`src/rtl/kmeans_pkg.sv`:
```
// Shared K-means definitions: cluster count, index width and the centroid-load FSM states.
package kmeans_pkg;

    localparam int MAX_K = 8;
    localparam int IDX_W = 4;
    localparam logic [IDX_W-1:0] IDX_NONE = '0;

    typedef enum logic [1:0] {
        IDLE = 2'd0,
        LOAD = 2'd1,
        DONE = 2'd2
    } load_state_t;

    // A load needs at least one centroid and at most one per cluster unit.
    function automatic logic k_legal(input logic [IDX_W-1:0] k);
        return (k != IDX_NONE) && (k <= IDX_W'(MAX_K));
    endfunction

endpackage

```
`src/rtl/centroid_load_ctrl.sv`:
```
// Loads the first K centroid words into cluster units 1..K through the demux,
// one word per accepted handshake, and reports completion or a bad K.
module centroid_load_ctrl
    import kmeans_pkg::*;
#(
    parameter int DATA_W = 91
) (
    input  logic              clk,
    input  logic              rst_n,
    input  logic              start,
    input  logic [IDX_W-1:0]  k_cfg,
    input  logic              abort,
    input  logic [DATA_W-1:0] in_data,
    input  logic              in_valid,
    output logic              in_ready,
    output logic [DATA_W-1:0] demux_data,
    output logic [IDX_W-1:0]  demux_index,
    output logic [IDX_W-1:0]  loaded_cnt,
    output logic              busy,
    output logic              done,
    output logic              cfg_err
);

    // Handshake: a word moves when in_valid && in_ready at a rising edge;
    // in_ready is high only while loading, and an abort in the same cycle cancels it.

    load_state_t       state_q, state_d;
    logic [IDX_W-1:0]  k_q, k_d;
    logic [IDX_W-1:0]  loaded_cnt_q, loaded_cnt_d;
    logic [DATA_W-1:0] demux_data_q, demux_data_d;
    logic [IDX_W-1:0]  demux_index_q, demux_index_d;
    logic              busy_q, busy_d;
    logic              in_ready_q, in_ready_d;
    logic              done_q, done_d;
    logic              cfg_err_q, cfg_err_d;

    logic              xfer;
    logic              last_word;
    logic [IDX_W-1:0]  cnt_inc;

    assign xfer      = (state_q == LOAD) && in_valid && !abort;
    assign cnt_inc   = loaded_cnt_q + IDX_W'(1);
    assign last_word = (cnt_inc == k_q);

    always_ff @(posedge clk) begin
        if (!rst_n) begin
            state_q       <= IDLE;
            k_q           <= '0;
            loaded_cnt_q  <= '0;
            demux_data_q  <= '0;
            demux_index_q <= IDX_NONE;
            busy_q        <= 1'b0;
            in_ready_q    <= 1'b0;
            done_q        <= 1'b0;
            cfg_err_q     <= 1'b0;
        end else begin
            state_q       <= state_d;
            k_q           <= k_d;
            loaded_cnt_q  <= loaded_cnt_d;
            demux_data_q  <= demux_data_d;
            demux_index_q <= demux_index_d;
            busy_q        <= busy_d;
            in_ready_q    <= in_ready_d;
            done_q        <= done_d;
            cfg_err_q     <= cfg_err_d;
        end
    end

    always_comb begin
        state_d = state_q;
        case (state_q)
            IDLE: if (start && k_legal(k_cfg)) state_d = LOAD;
            LOAD: begin
                if (abort)                  state_d = IDLE;
                else if (xfer && last_word) state_d = DONE;
            end
            DONE:    state_d = IDLE;
            default: state_d = IDLE;
        endcase
    end

    // Outputs are computed one cycle ahead so every port comes straight from a flop.
    always_comb begin
        k_d           = k_q;
        loaded_cnt_d  = loaded_cnt_q;
        demux_data_d  = demux_data_q;
        demux_index_d = IDX_NONE;
        done_d        = 1'b0;
        cfg_err_d     = 1'b0;
        case (state_q)
            IDLE: begin
                if (start) begin
                    if (k_legal(k_cfg)) begin
                        k_d          = k_cfg;
                        loaded_cnt_d = '0;
                    end else begin
                        cfg_err_d = 1'b1;
                    end
                end
            end
            LOAD: begin
                if (xfer) begin
                    demux_data_d  = in_data;
                    demux_index_d = cnt_inc;
                    loaded_cnt_d  = cnt_inc;
                    done_d        = last_word;
                end
            end
            default: ;
        endcase
        busy_d     = (state_d == LOAD);
        in_ready_d = (state_d == LOAD);
    end

    assign in_ready    = in_ready_q;
    assign demux_data  = demux_data_q;
    assign demux_index = demux_index_q;
    assign loaded_cnt  = loaded_cnt_q;
    assign busy        = busy_q;
    assign done        = done_q;
    assign cfg_err     = cfg_err_q;

endmodule

```
`config.mk`:
```
export PLATFORM = sky130hd
export DESIGN_NAME = centroid_load_ctrl
export DESIGN_NICKNAME = d
export VERILOG_FILES = /design/src/rtl/kmeans_pkg.sv /design/src/rtl/centroid_load_ctrl.sv
export SDC_FILE = /design/constraint.sdc
export NUM_CORES = 1
export LEC_CHECK = 0
export CAP_MARGIN = 20
export CORE_AREA = 2 2 121 123
export CTS_CLUSTER_SIZE = 28
export DETAILED_ROUTE_END_ITERATION = 12
export DIE_AREA = 0 0 123 125
export GPL_TIMING_DRIVEN = 0
export PLACE_DENSITY = 0.68
export SYNTH_ARGS = -nofsm -noshare
export SYNTH_HDL_FRONTEND = slang
export SYNTH_SLANG_ARGS = --single-unit
export TNS_END_PERCENT = 1
```
`constraint.sdc`:
```
create_clock -name clk -period 2.6 [get_ports clk]
set_clock_uncertainty 0.2 [all_clocks]
set_input_delay 0.52 -clock clk [delete_from_list [all_inputs] [get_ports clk]]
set_output_delay 0.52 -clock clk [all_outputs]
set_load 0.005 [all_outputs]
```
**After elaboration in Yosys (flattened, before gate mapping)**

Cells that the tools add are included.

- Output and inout port bits: 103
- Logic and storage cells: 39
- Input port bits: 100
- Register bits after elaboration: 108

- Add/sub/neg operators: 1
- Multiplexer cells: 9
- Reduce and logical (&&, ||, !) cells: 14
- Equality and inequality tests: 6
- $lt $le $gt $ge: 1

Operators with widths:

| operator | number |
|---|---|
| 4-bit two-way mux | 3 |
| 3-bit AND reduction | 3 |
| 4-bit one-hot mux with 2 select lines | 1 |
| 2-bit two-way mux | 3 |
| 2-bit inequality test (second input constant) | 3 |
| 1-bit logical AND | 5 |
| 4-bit by 1-bit adder with 4-bit output (second input constant) | 1 |
| 2-bit by 1-bit == test with 1-bit output (second input constant) | 2 |
| 4-bit == test | 1 |
| 4-bit less-or-equal comparator (second input constant) | 1 |
| 2-bit one-hot mux with 2 select lines | 1 |
| 4-bit AND reduction | 1 |
| 4-bit nonzero test | 1 |
| 2-bit zero test | 1 |
| 2-bit AND reduction | 1 |
| 2-bit nonzero test | 1 |
| 1-bit zero test | 1 |
| 1-bit two-way mux | 1 |

**Logic depth before layout (Yosys ltp)**

Gate-level depths: netlist (run 1).

- Depth after elaboration: 8
- Gate-level depth with buffers: 6
- Gate-level depth less buffers: 5

**Least setup slack after synthesis (run 1)**

OpenSTA, ideal clock, no wires.

- Path kind: input -> register
- Start point: input port k_cfg[3]
- End point: register demux_index_q[3] (netlist: demux_index[3])
- Cell stages on the path: 4
- Path slack: 540 ps
- Arrival: 1743 ps
- Buffers on the path: 0
- Path through: or4_4 and2_4 o32a_4 and4_2

RTL lines:

| item | line | text |
|---|---|---|
| start: declaration | centroid_load_ctrl.sv:11 | `input logic [IDX_W-1:0] k_cfg,` |
| end signal: assignment | centroid_load_ctrl.sv:61 | `demux_index_q <= demux_index_d;` |
| end: declaration | centroid_load_ctrl.sv:31 | `logic [IDX_W-1:0] demux_index_q, demux_index_d;` |

**Final worst setup path (run 1)**

- Start point: input port abort
- End point: register demux_data_q[19] (netlist: demux_data[19])

- Longest elaborated chain between the ends: 3

RTL lines:

| item | line | text |
|---|---|---|
| start: declaration | centroid_load_ctrl.sv:12 | `input logic abort,` |
| 1-bit zero test | centroid_load_ctrl.sv:41 | `assign xfer = (state_q == LOAD) && in_valid && !abort;` |
| 1-bit logical AND | centroid_load_ctrl.sv:41 |  |
| 2-bit AND reduction (no source line) | - |  |
| end signal: assignment | centroid_load_ctrl.sv:60 | `demux_data_q <= demux_data_d;` |
| end: declaration | centroid_load_ctrl.sv:30 | `logic [DATA_W-1:0] demux_data_q, demux_data_d;` |

No other way between the ends.
A chain may end at the register's enable or synchronous reset.

==> results of run 1 <==
## flip-flops by register name, indices dropped and copies added (netlist names)
signal       flops
state_q          2
demux_index      4
done             1
demux_data      91
cfg_err          1
loaded_cnt       4
in_ready         1
k_q              4
## power breakdown
group          total, mW  internal [mW]  leakage (nW)  switching [mW]
clock               1.47          0.860         0.147           0.606
sequential          1.70           1.68         0.873          0.0162
combinational      0.334          0.213          1.15           0.121
total               3.50           2.76          2.17           0.743
## worst max-delay path by stage
stage,to,cells after the start
2_1_floorplan,demux_index[3],4
3_5_place_dp,demux_data[19],6
3_3_place_gp,demux_data[38],6
6_report,demux_data[19],6
5_1_grt,demux_data[40],6
4_1_cts,demux_data[38],6
## cell families after synthesis
family	synth area share [%]
compound gates	14.9
xor+xnor	1.59
fa+ha+maj	0.325
buf+inv	4.25
flops	56.1
mux	0.779
simple gates	22.1
## worst register-to-register path: stages, from the launching register on
cell       delay, ns
dfxtp_1         0.45
nand4bb_1       0.18
clkbuf_1        0.49
clkbuf_1        0.45
nand2_1         0.11
a21oi_1         0.14
## synthesized netlist by cell type
| cell type | number |
|---|---|
| buf_4 | 1 |
| clkinv_2 | 1 |
| nand4bb_1 | 1 |
| o21bai_1 | 1 |
| and4_2 | 1 |
| ha_1 | 1 |
| clkbuf_1 | 27 |
| buf_6 | 1 |
| or2b_2 | 1 |
| a211oi_1 | 2 |
| nand2_1 | 186 |
| nand3_1 | 3 |
| nand2b_1 | 1 |
| nor3b_1 | 1 |
| mux2i_1 | 3 |
| o32a_4 | 1 |
| clkbuf_8 | 2 |
| a31oi_1 | 1 |
| nor2_1 | 8 |
| and3_1 | 1 |
| nor3_1 | 1 |
| and2_4 | 1 |
| a21o_1 | 1 |
| nor4_1 | 2 |
| xor2_1 | 2 |
| dfxtp_1 | 108 |
| a22oi_1 | 1 |
| o311ai_0 | 1 |
| a311oi_2 | 1 |
| xnor2_1 | 5 |
| buf_1 | 2 |
| or4_4 | 1 |
| and2b_1 | 1 |
| and4bb_2 | 1 |
| a21oi_1 | 93 |
| inv_1 | 1 |
| o31ai_1 | 1 |
| o21ai_0 | 2 |
## layer usage
metal	vias up	routed length, µm	track usage, %
met5	-	0	0
met4	0	222	6.22
met3	14	1110	5.66
met2	132	4850	22.5
met1	1669	5240	18.7
li1	1946	-	-
## through the flow
stage	cells	util, %	hold WS, ns
2_1_floorplan	469	-	0.250
5_1_grt	868	45.1	0.274
3_3_place_gp	854	42.9	0.241
3_5_place_dp	854	42.9	0.246
6_report	868	45.1	0.253
4_1_cts	868	45.1	0.256
## final cells by class
cell class | instances | area [µm²] | share of cell area (%)
flip-flops and latches | 108 | 2160 | 33.7
repair buffers | 201 | 2010 | 31.4
multi-input cells | 326 | 1530 | 23.8
clock buffers | 10 | 239 | 3.73
well taps | 184 | 230 | 3.59
plain buffers | 33 | 155 | 2.42
clock inverters | 4 | 75.1 | 1.17
inverters | 2 | 8.76 | 0.137
==> results.md, run 1 <==
- Filler cells: 1,472
- Diode count: 0
- Clock Latency Late Sink: 0.35 ns
- Top post-synthesis cells by area: dfxtp_1 (56%), nand2_1 (18%), a21oi_1 (12%)
- R2r setup slk: 0.51 ns
- Routability Congestion: 0.775
- Post-layout min period: 2.29 ns
- Synth unique cells: 38
- Root Driver: clkbuf_16
- Cell taking the most area after synthesis: dfxtp_1
- Place WS: -0.122 ns
- Synth top area share: 56.1%
- Most frequent CP cell: clkbuf_1
- Commonest non-fill, non-tap cell in the layout: clkdlybuf4s50_1
- Final HPWL DP: 8.19 mm
- RR Startpoint: state_q[1]
- Critical-path cell list: clkdlybuf4s50_1, nand4bb_1, clkbuf_1, clkbuf_1, nand2_1, a21oi_1
- Hold_buf cts: 0
- Period utilisation layout: 87.9%
- Finished Cell Area: 6410 µm²
- Crit-path max FO: 10
- Mapped Cells: 469
- Worst hold path type: flip-flop to flip-flop
- Worst-Margin Slew: 0.649 ns
- GRT Total Usage: 14.8%
- Setup violations, final: 0
- Drt pass-1 iters: 4
- Initial antenna violation count: 0
- Antenna Nets Post-Route: 0
- Vias in the first global route: 3,608
- Slew headroom: 56.6%
- Hold-critical path depth: 2
- Slowest library cell on the worst path: clkdlybuf4s50_1
- Residual DRC: 0
- Worst EP required: 2.68 ns
- First-pass GRT wire length: 17.9 mm
- TritonCTS clock tree: done
- Mapped Area: 3850 µm²
- Final worst setup slack: 0.315 ns
- Final wirelength: 11.4 mm
- Worst Path Arrival: 2.37 ns
- Routed vias: 3,761
- Total gr overflow: 0
- Type of element launching the critical path: primary input
- DRT iter0 DRCs: 161
- Worst Setup SP: abort
- R2R depth: 5
- Area grow syn2layout: 66.3%
- WP buf/inv: 3
- CORE AREA: 14,200 µm²
- Most frequent cells in the layout: clkdlybuf4s50_1 (201), nand2_1 (186), dfxtp_1 (108)
- Die area: 15,400 µm²
- IO Count: 203
- CTS H-Tree Depth: 3
- Postcts setup bufs: 0
- Critical path capture point type: flip-flop
- Worst Hold End: demux_data[67]
- Dpl cell area: 6100 µm²
- Worst R2R End: demux_data[19]
- Total power: 3.50 mW
- Max Root-Sink Buffers: 2
- Outcome: finished, final reports clean
- Die W: 123 µm
- Largest net degree at the start of global routing: 17
- Max Slew Vio Count: 0
- Yosys warnings: 0
- Max-Cap Viols: 0
- Worst setup path class: primary input to flip-flop
- F_max: 438 MHz
- Leakage Power: 2.17 nW
- RSZ-0062 raised after global routing: false
- Final #Nets: 782
- Hold path startpoint: demux_data[67]
- Clock-pin slew on the worst setup and hold paths: 0.07 ns
- Resized cells post-CTS: 0
- Layout cells sized above 1: 3.80%
- Cell Pwr Density: 546 nW/µm²
- Family with the most delay on the worst path: buffers and inverters
- Sequential share of the synthesized area: 56.1%
- Chip height: 125 µm
- Vias/cell: 4.33
- Initial Util: 27.1%
- Hold Violations, Final: 0
- Max IR drop VDD: 0.314 mV
- Rows: 44
- CTS buffer count: 9
- IO buf count: 201
- Drt wl/cell: 13.2 µm
- Syn_nets: 570
- Synth Register Bits: 108
- Fin Setup TNS: 0 ns
- Clock sink count: 108
- CP peak stage delay: 0.50 ns
- Synth Area per Inst: 8.22 µm²
No activity file was read; power rests on OpenSTA's default activity.
==> inputs of run 2 (changes only) <==
- CAP_MARGIN: 20 -> not set
- SLEW_MARGIN: not set -> 15
==> results of run 2 <==
No change in the layout: final DEF, timing and power equal those of run 1.
